### src/rtl/rob_commit_if.sv
// Bundle between the reorder buffer and the commit stage. The ROB side drives
// the per-entry state; the commit stage drives the pointer, retire count,
// register-file write ports and the flush pulse.
interface rob_commit_if #(
    parameter int RETIRE_W = 3
);
    logic [3:0]              rob_head;
    logic [15:0]             rob_finished;
    logic [15:0]             rob_exc;
    logic [255:0]            rob_values;
    logic [63:0]             rob_dest;

    logic [3:0]              commit_ptr;
    logic [2:0]              retire_count;
    logic [RETIRE_W-1:0]     rf_we;
    logic [4*RETIRE_W-1:0]   rf_waddr;
    logic [16*RETIRE_W-1:0]  rf_wdata;
    logic                    flush;
    logic [3:0]              flush_idx;

    modport master (
        output rob_head, rob_finished, rob_exc, rob_values, rob_dest,
        input  commit_ptr, retire_count, rf_we, rf_waddr, rf_wdata, flush, flush_idx
    );

    modport slave (
        input  rob_head, rob_finished, rob_exc, rob_values, rob_dest,
        output commit_ptr, retire_count, rf_we, rf_waddr, rf_wdata, flush, flush_idx
    );
endinterface

### src/rtl/rob_commit.sv
// In-order commit stage. S1 picks up to RETIRE_W consecutive finished,
// non-excepting entries starting at the ROB tail; S2 registers drive the
// register-file write ports one cycle later. An excepting entry at the tail
// is retired alone and turns into a flush pulse, followed by a short drain.
// FLUSH_LAT is expected to be at least 1.
module rob_commit #(
    parameter int RETIRE_W  = 3,
    parameter int FLUSH_LAT = 2
) (
    input  logic       clk,
    input  logic       rst,
    rob_commit_if.slave bus
);
    localparam int CW = (FLUSH_LAT > 1) ? $clog2(FLUSH_LAT) : 1;

    typedef enum logic [1:0] {
        RUN,
        FLUSH,
        DRAIN
    } state_t;

    state_t                 state, state_next;
    logic [CW-1:0]          drain_cnt, drain_cnt_next;

    logic [3:0]             commit_ptr_q, commit_ptr_next;
    logic [2:0]             retire_count_q, retire_count_next;
    logic [RETIRE_W-1:0]    rf_we_q, rf_we_next;
    logic [4*RETIRE_W-1:0]  rf_waddr_q, rf_waddr_next;
    logic [16*RETIRE_W-1:0] rf_wdata_q, rf_wdata_next;
    logic                   flush_q, flush_next;
    logic [3:0]             flush_idx_q, flush_idx_next;

    logic [3:0]             occ;
    logic [3:0]             port_idx  [RETIRE_W];
    logic [3:0]             port_addr [RETIRE_W];
    logic [15:0]            port_data [RETIRE_W];
    logic [RETIRE_W-1:0]    port_ok;
    logic [2:0]             sel_n;
    logic                   exc_sel;
    logic [RETIRE_W-1:0]    we_sel;

    assign occ = bus.rob_head - commit_ptr_q;

    // Per-port view of the entry that port k would retire this cycle.
    for (genvar k = 0; k < RETIRE_W; k++) begin : g_port
        assign port_idx[k]  = commit_ptr_q + 4'(k);
        assign port_addr[k] = bus.rob_dest[4*port_idx[k] +: 4];
        assign port_data[k] = bus.rob_values[16*port_idx[k] +: 16];
        assign port_ok[k]   = (4'(k) < occ) && bus.rob_finished[port_idx[k]]
                              && !bus.rob_exc[port_idx[k]];
    end

    // Count the unbroken run of retirable entries from the tail; an excepting
    // tail entry only forms its own group when nothing ahead of it retires.
    always_comb begin
        logic chain;
        sel_n = 3'd0;
        chain = 1'b1;
        for (int k = 0; k < RETIRE_W; k++) begin
            if (chain && port_ok[k]) begin
                sel_n = sel_n + 3'd1;
            end else begin
                chain = 1'b0;
            end
        end
        exc_sel = (sel_n == 3'd0) && (occ != 4'd0)
                  && bus.rob_finished[commit_ptr_q] && bus.rob_exc[commit_ptr_q];
    end

    // Same-group WAW: a port loses its write when a younger selected port
    // targets the same architectural register.
    always_comb begin
        we_sel = '0;
        for (int k = 0; k < RETIRE_W; k++) begin
            we_sel[k] = (3'(k) < sel_n);
            for (int j = k + 1; j < RETIRE_W; j++) begin
                if ((3'(j) < sel_n) && (port_addr[j] == port_addr[k])) begin
                    we_sel[k] = 1'b0;
                end
            end
        end
    end

    // Next-state and next S2 contents; S1 only selects while in RUN.
    always_comb begin
        state_next        = state;
        drain_cnt_next    = drain_cnt;
        commit_ptr_next   = commit_ptr_q;
        retire_count_next = 3'd0;
        rf_we_next        = '0;
        rf_waddr_next     = '0;
        rf_wdata_next     = '0;
        flush_next        = 1'b0;
        flush_idx_next    = 4'd0;
        case (state)
            RUN: begin
                if (exc_sel) begin
                    commit_ptr_next   = commit_ptr_q + 4'd1;
                    retire_count_next = 3'd1;
                    flush_next        = 1'b1;
                    flush_idx_next    = commit_ptr_q;
                    state_next        = FLUSH;
                end else begin
                    commit_ptr_next   = commit_ptr_q + {1'b0, sel_n};
                    retire_count_next = sel_n;
                    rf_we_next        = we_sel;
                    for (int k = 0; k < RETIRE_W; k++) begin
                        rf_waddr_next[4*k +: 4]   = port_addr[k];
                        rf_wdata_next[16*k +: 16] = port_data[k];
                    end
                end
            end
            FLUSH: begin
                commit_ptr_next = bus.rob_head;
                drain_cnt_next  = CW'(FLUSH_LAT - 1);
                state_next      = DRAIN;
            end
            DRAIN: begin
                if (drain_cnt == '0) begin
                    state_next = RUN;
                end else begin
                    drain_cnt_next = drain_cnt - 1'b1;
                end
            end
            default: begin
                state_next = RUN;
            end
        endcase
    end

    // FSM state and drain counter.
    always_ff @(posedge clk) begin
        if (rst) begin
            state     <= RUN;
            drain_cnt <= '0;
        end else begin
            state     <= state_next;
            drain_cnt <= drain_cnt_next;
        end
    end

    // Commit pointer and S2 write-stage registers.
    always_ff @(posedge clk) begin
        if (rst) begin
            commit_ptr_q   <= 4'd0;
            retire_count_q <= 3'd0;
            rf_we_q        <= '0;
            rf_waddr_q     <= '0;
            rf_wdata_q     <= '0;
            flush_q        <= 1'b0;
            flush_idx_q    <= 4'd0;
        end else begin
            commit_ptr_q   <= commit_ptr_next;
            retire_count_q <= retire_count_next;
            rf_we_q        <= rf_we_next;
            rf_waddr_q     <= rf_waddr_next;
            rf_wdata_q     <= rf_wdata_next;
            flush_q        <= flush_next;
            flush_idx_q    <= flush_idx_next;
        end
    end

    assign bus.commit_ptr   = commit_ptr_q;
    assign bus.retire_count = retire_count_q;
    assign bus.rf_we        = rf_we_q;
    assign bus.rf_waddr     = rf_waddr_q;
    assign bus.rf_wdata     = rf_wdata_q;
    assign bus.flush        = flush_q;
    assign bus.flush_idx    = flush_idx_q;
endmodule

### src/flat_wrapper.sv
// flat-port wrapper written by rule: the top's interface ports become plain ports
module rob_commit_flat 
#(
    parameter int RETIRE_W  = 3,
    parameter int FLUSH_LAT = 2
)
  (clk, rst, bus_rob_head, bus_rob_finished, bus_rob_exc, bus_rob_values, bus_rob_dest, bus_commit_ptr, bus_retire_count, bus_rf_we, bus_rf_waddr, bus_rf_wdata, bus_flush, bus_flush_idx);
  rob_commit_if #(.RETIRE_W(RETIRE_W)) bus_i ();
  input  logic clk;
  input  logic rst;
  input wire logic [$bits(bus_i.rob_head)-1:0] bus_rob_head;
  input wire logic [$bits(bus_i.rob_finished)-1:0] bus_rob_finished;
  input wire logic [$bits(bus_i.rob_exc)-1:0] bus_rob_exc;
  input wire logic [$bits(bus_i.rob_values)-1:0] bus_rob_values;
  input wire logic [$bits(bus_i.rob_dest)-1:0] bus_rob_dest;
  output wire logic [$bits(bus_i.commit_ptr)-1:0] bus_commit_ptr;
  output wire logic [$bits(bus_i.retire_count)-1:0] bus_retire_count;
  output wire logic [$bits(bus_i.rf_we)-1:0] bus_rf_we;
  output wire logic [$bits(bus_i.rf_waddr)-1:0] bus_rf_waddr;
  output wire logic [$bits(bus_i.rf_wdata)-1:0] bus_rf_wdata;
  output wire logic [$bits(bus_i.flush)-1:0] bus_flush;
  output wire logic [$bits(bus_i.flush_idx)-1:0] bus_flush_idx;
  assign bus_i.rob_head = bus_rob_head;
  assign bus_i.rob_finished = bus_rob_finished;
  assign bus_i.rob_exc = bus_rob_exc;
  assign bus_i.rob_values = bus_rob_values;
  assign bus_i.rob_dest = bus_rob_dest;
  assign bus_commit_ptr = bus_i.commit_ptr;
  assign bus_retire_count = bus_i.retire_count;
  assign bus_rf_we = bus_i.rf_we;
  assign bus_rf_waddr = bus_i.rf_waddr;
  assign bus_rf_wdata = bus_i.rf_wdata;
  assign bus_flush = bus_i.flush;
  assign bus_flush_idx = bus_i.flush_idx;
  rob_commit #(.RETIRE_W(RETIRE_W), .FLUSH_LAT(FLUSH_LAT)) u_core (.clk(clk), .rst(rst), .bus(bus_i));
endmodule
### config.mk
export PLATFORM = sky130hd
export DESIGN_NAME = rob_commit_flat
export DESIGN_NICKNAME = d
export VERILOG_FILES = /design/src/rtl/rob_commit_if.sv /design/src/rtl/rob_commit.sv /design/src/flat_wrapper.sv
export SDC_FILE = /design/constraint.sdc
export NUM_CORES = 1
export LEC_CHECK = 0
export CORE_AREA = 5 5 164 166
export DETAILED_ROUTE_END_ITERATION = 8
export DIE_AREA = 0 0 169 171
export PLACE_DENSITY = 0.82
export SYNTH_ARGS = -nofsm -noshare
export SYNTH_HDL_FRONTEND = slang
export SYNTH_SLANG_ARGS = --single-unit
### constraint.sdc
create_clock -name clk -period 4.8 [get_ports clk]
set_clock_uncertainty 0.05 [all_clocks]
set_input_delay 0.48 -clock clk [delete_from_list [all_inputs] [get_ports clk]]
set_output_delay 0.48 -clock clk [all_outputs]
set_load 0.005 [all_outputs]
# --- Yosys cells after proc, flatten, opt, wreduce, memory -nomap -nowiden ---
# Index checks and enable logic that the tools add are counted.
word_totals:
  input_bits: 358
  word_cells: 97
  output_inout_bits: 75
  ff_bits: 78
classes:
  bitwise: 2
  n_shift: 6
  magnitude_cmp: 9
  eq_ne: 7
  n_reduce_logical: 28
  muxes: 26
  n_addsub: 7
ops:
  columns: ["cell", "n"]
  rows:
  - ["256-bit by 9-bit variable part select with 16-bit output", 3]
  - ["64-bit by 7-bit variable part select with 4-bit output", 3]
  - ["1-bit binary-select mux with 4-bit select", 6]
  - ["4-bit by 5-bit less-than comparator with 1-bit output, second input constant", 3]
  - ["1-bit logical AND", 14]
  - ["4-bit == test", 3]
  - ["1-bit two-way mux", 12]
  - ["1-bit by 4-bit less-than comparator with 1-bit output, first input constant", 2]
  - ["4-bit one-hot mux with 2 select lines", 1]
  - ["3-bit by 1-bit adder with 3-bit output, second input constant", 2]
  - ["1-bit by 3-bit less-than comparator with 1-bit output, first input constant", 2]
  - ["3-bit two-way mux", 2]
  - ["2-bit one-hot mux with 3 select lines", 1]
  - ["3-bit OR reduction", 2]
  - ["5-bit OR reduction", 1]
  - ["4-bit by 1-bit adder with 4-bit output, second input constant", 1]
  - ["4-bit by 2-bit adder with 4-bit output, second input constant", 1]
  - ["4-bit by 3-bit adder with 4-bit output", 1]
  - ["2-bit by 4-bit less-than comparator with 1-bit output, first input constant", 1]
  - ["2-bit two-way mux", 2]
  - ["4-bit two-way mux", 1]
  - ["2-bit nonzero test", 2]
  - ["4-bit nonzero test", 1]
  - ["4-bit OR reduction", 1]
  - ["14 further kinds", 17]

# --- Longest topological paths before layout ---
depth:
  word_depth: 15
  depth_mapped: 16
  mapped_depth_nobuf: 14

# --- Worst setup path before layout ---
# Ideal clock, no wire load.
synth_timing:
  kind: "flip-flop to flip-flop"
  startpoint: "register u_core.commit_ptr_q[1], in the netlist u_core.bus.commit_ptr[1]"
  endpoint: "register u_core.commit_ptr_q[2], in the netlist u_core.bus.commit_ptr[2]"
  setup_slack_ns: 0.880
  n_path_buf: 2
  stages_incl_launch_ff: 17
  arrival_ns: 3.744
  period_less_slack_ns: 3.920
  t_required_ns: 4.625
  setup_ns: 0.125
  path_cell_list: "dfxtp_1 > buf_2 > buf_2 > inv_2 > ha_1 > nor2b_1 > o21ai_0 > a21oi_1 > or2_2 > a31o_2 > nor2b_1 > nor2_1 > ha_1 > fa_1 > xor2_1 > and3_1 > o41a_1"
synth_via:
  elab_chain_len: 15
  elab_cells_between_ends: 44
  classes_between: "6 x add/sub; 3 x order compare; 19 x mux; 16 x reduce/logical"
synth_lines:
  columns: ["item", "line_no", "text"]
  rows:
  - ["start, declared", "rob_commit.sv:25", "logic [3:0] commit_ptr_q, commit_ptr_next;"]
  - ["start signal, assigned", "rob_commit.sv:153", "commit_ptr_q <= commit_ptr_next;"]
  - ["parallel branches: the longest is 13 deep, another holds 4-bit subtractor", null, null]
  - ["4-bit two-way mux (*)", "rob_commit.sv:97", "if (exc_sel) begin"]
  - ["4-bit one-hot mux with 2 select lines (*)", "rob_commit.sv:95", "case (state)"]
# Every way passes the cells marked *. The select of a mux whose other input is x is not followed.
# A chain may end at the register's enable or synchronous reset.

# --- Final worst setup path ---
layout_timing:
  startpoint: "register u_core.commit_ptr_q[0], in the netlist u_core.bus.commit_ptr[0]"
  endpoint: "register u_core.commit_ptr_q[2], in the netlist u_core.bus.commit_ptr[2]"
# The elaborated chain is that of the path after synthesis.

==> impl_metrics.toml <==
[critical_path]
end_kind = "register"
r2r-start = "u_core.bus.commit_ptr[0]"
cp_top_family = "XOR/XNOR gates"
path_cells = "ha_4 > xnor2_4 > mux4_2 > mux2i_1 > mux2i_1 > a31o_2 > nor2b_1 > nor2_1 > ha_1 > fa_1 > xor2_1 > and3_1 > o41a_1"
cp_max_fo = 19
worstSetupStartpointType = "register"
path_buf_inv = 0
crit_type = "register to register"
max_stage_delay_ps = 690
cp_slowest_cell = "xnor2_4"
required_ps = 4980
cp_common_cell = "mux2i_1"
arrival_ps = 4160
crit_start = "u_core.bus.commit_ptr[0]"

[global_route]
grt_max_degree = 73
grt_overflow_total = 0
grt_pass1_wl_um = 59970
antenna_found_initial = 7
grt_usage_pct = 27.15
grt_pass1_vias = 10050

[clocking]
cts_max_path_buffers = 2
cts_num_sinks = 78
numCtsBuffers = 9
cts_resized = 0
htreeDepth = 3
cts_hold_buf = 0
cts_tree = "done"
cts_setup_buffers = 0
clkTransAtPathRegs_ps = 70
cts-root-buf = "clkbuf_16"
clk_latency_ps = 350

[timing]
worst_pin_slew_ps = 1047
drv_slew = 0
finalCritPeriodShare_pct = 83.03
hold_viol = 0
max_freq_ghz = 0.2509
worst_slack_ps = 814.6
period_minus_slack_ps = 3985
rsz0062_at_grt = "no"
fin_tns_setup_ps = 0
setup_viol = 0
worst_slew_margin_rel_pct = 30.23

[power_and_ir_drop]
leakage_nw = 5.045
intPower_mw = 4.644
pwr-share-comb_pct = 77.2
power_density_mw_per_mm2 = 488.2
total_power_mw = 7.535
clockPowerShare_pct = 9.6
power.share.switching_pct = 38.36
ir_worst_vdd_mv = 0.4208
pwr-share-seq_pct = 13.2
p_sw_mw = 2.890

[drt]
dr.pass1.iters = 5
drt-vias-per-instance = 6.565
drt-wirelength-per-cell_um = 27.72
drt-initial-drc-count = 961
ant_nets = 0
num_vias = 9394
finalWirelength_um = 39670
drc_errors = 0

[yosys]
synth_area_per_cell_um2 = 14.91
async_flop_share_pct = 0
yosys_most_used_dff = "dfxtp_1"
synth_edf_count = 0
synth_area_mm2 = 0.01057
ys_types = 52
synth.ff_latch_count = 78
yosys_warnings = 0
yosysSeqAreaShare_pct = 14.77
syn-instance-count = 709

[die]
core_mm2 = 0.02547
fp-row-count = 59
start_util_pct = 41.51
ios = 433
die_w_um = 169
fp.dieH_um = 171
die-area_mm2 = 0.02890

[placed_design]
hpwl_um = 31260
dp_slack_ps = 810.5
gp_congestion = 0.9347
port_buffers = 432

[status]
status = "completed"

[worst_hold_path]
hold_path_startpoint = "u_core.state[1]"
hold_path.class = "register to register"

[run]
cap_viol_max_count = 0

[finish]
drive_gt1_share_pct = 32.11
fin_nets = 1459
area_delta_synth_final_pct = 45.99
==> tightest hold or removal path, stage by stage (launching register included) <==
cell,delay (ps)
dfxtp_1,320
nand2b_1,70
mux2i_1,60
==> power groups by stage <==
| stage | logic (mW) | registers, mW | clock network (mW) |
|---|---|---|---|
| after detailed placement | 5.83 | 1.01 | 0 |
| after global placement | 5.73 | 1.00 | 0 |
| final | 5.82 | 0.997 | 0.720 |
| after global routing | 6.23 | 1.02 | 0.764 |
| after floorplan | 4.17 | 0.988 | 0 |
| after CTS | 5.84 | 0.998 | 0.734 |
==> layout make-up <==
| cell class | count | area [um2] |
|---|---|---|
| Tap cell | 335 | 419.2 |
| Fill cell | 1990 | 10030 |
| Clock buffer | 10 | 229.0 |
| Antenna cell | 3 | 7.507 |
| Clock inverter | 6 | 63.81 |
| Inverter | 14 | 52.55 |
| Sequential cell | 78 | 1573 |
| Multi-Input combinational cell | 534 | 8610 |
| Timing Repair Buffer | 451 | 4479 |
==> final timing paths <==
check             cells past startpoint  slack, ps                        to
hold / removal                        2        450           u_core.state[1]
setup / recovery                     13        810  u_core.bus.commit_ptr[2]
setup reg to reg                     13        810  u_core.bus.commit_ptr[2]
hold reg to reg                       2        450           u_core.state[1]
==> cells in the mapped netlist, drive strengths merged (2+ instances only) <==
cell type | number | area share [%]
dfxtp | 78 | 15
and3 | 5 | 0.30
nor3b | 2 | 0.14
nand2 | 21 | 0.75
nand2b | 17 | 1.0
mux4 | 309 | 66
o32ai | 2 | 0.17
inv | 14 | 0.50
and2 | 2 | 0.12
a21oi | 7 | 0.33
buf | 57 | 3.0
nor2b | 62 | 3.7
nor3 | 2 | 0.095
nor2 | 11 | 0.39
a21o | 3 | 0.21
nand3 | 3 | 0.14
o21ai | 8 | 0.38
clkbuf | 27 | 0.96
mux2i | 13 | 1.2
ha | 11 | 1.3
a211oi | 4 | 0.28
nand4 | 3 | 0.18
fa | 2 | 0.38
a31oi | 4 | 0.24
nand3b | 6 | 0.43
or2 | 2 | 0.12
xnor2 | 12 | 1.1
xor2 | 6 | 0.50
==> metrics by stage <==
stage / cells / instance area (um2) / util, % / hold slack (ps)
finish: 1431 / 15430 / 60.60 / 446.9
global placement: 1412 / 15130 / 59.42 / 432.8
detailed placement: 1412 / 15130 / 59.42 / 444.3
CTS: 1428 / 15430 / 60.57 / 456.0
global route: 1430 / 15430 / 60.59 / 496.7
floorplan: 710 / 10580 / - / 415.8
==> layout by cell type, fill, tap and decap left out, drive strengths merged, types with 2 or more instances in the layout <==
cell type and instances:
clkinvlp 2, and3 5, xnor2 12, o32ai 2, diode 3, a211oi 4
o21ai 8, nor2b 62, a21o 3, nor2 11, clkbuf 10, ha 11
conb 2, or2 2, nand3b 6, nand3 3, and2 2, mux4 309
mux2i 13, fa 2, dfxtp 78, nand4 3, a21oi 7, nand2b 17
nor3 2, nand2 21, buf 19, clkdlybuf4s50 432, nor3b 2, a31oi 4
xor2 6, clkinv 3, inv 14
==> routing by layer <==
| metal | GRT usage, % | wire length, um |
|---|---|---|
| met5 | 0 | 55 |
| met4 | 9.555 | 1362 |
| met3 | 7.602 | 4334 |
| met2 | 46.91 | 20200 |
| met1 | 32.90 | 13720 |
==> kinds of logic (layout without fill, tap and decap cells) <==
logic type / Yosys count / in the layout / synth area share (%)
muxes: 322 / 322 / 67.37
buffers and inverters: 98 / 481 / 4.438
other: 1 / 5 / 0.03547
AOI/OAI and AO/OA: 39 / 39 / 2.509
xor gates and xnor gates: 18 / 18 / 1.562
DFF: 78 / 78 / 14.77
adders and majority gates: 13 / 13 / 1.681
and+or+nand+nor: 140 / 140 / 7.634
==> state kept, by name, indices dropped and copies added (netlist names) <==
register                 count
u_core.bus.rf_we             3
u_core.bus.retire_count      3
u_core.bus.flush             1
u_core.bus.rf_wdata         48
u_core.bus.commit_ptr        4
u_core.state                 2
u_core.drain_cnt             1
u_core.bus.flush_idx         4
u_core.bus.rf_waddr         12
Note: power is estimated with default switching activity, not from simulation.
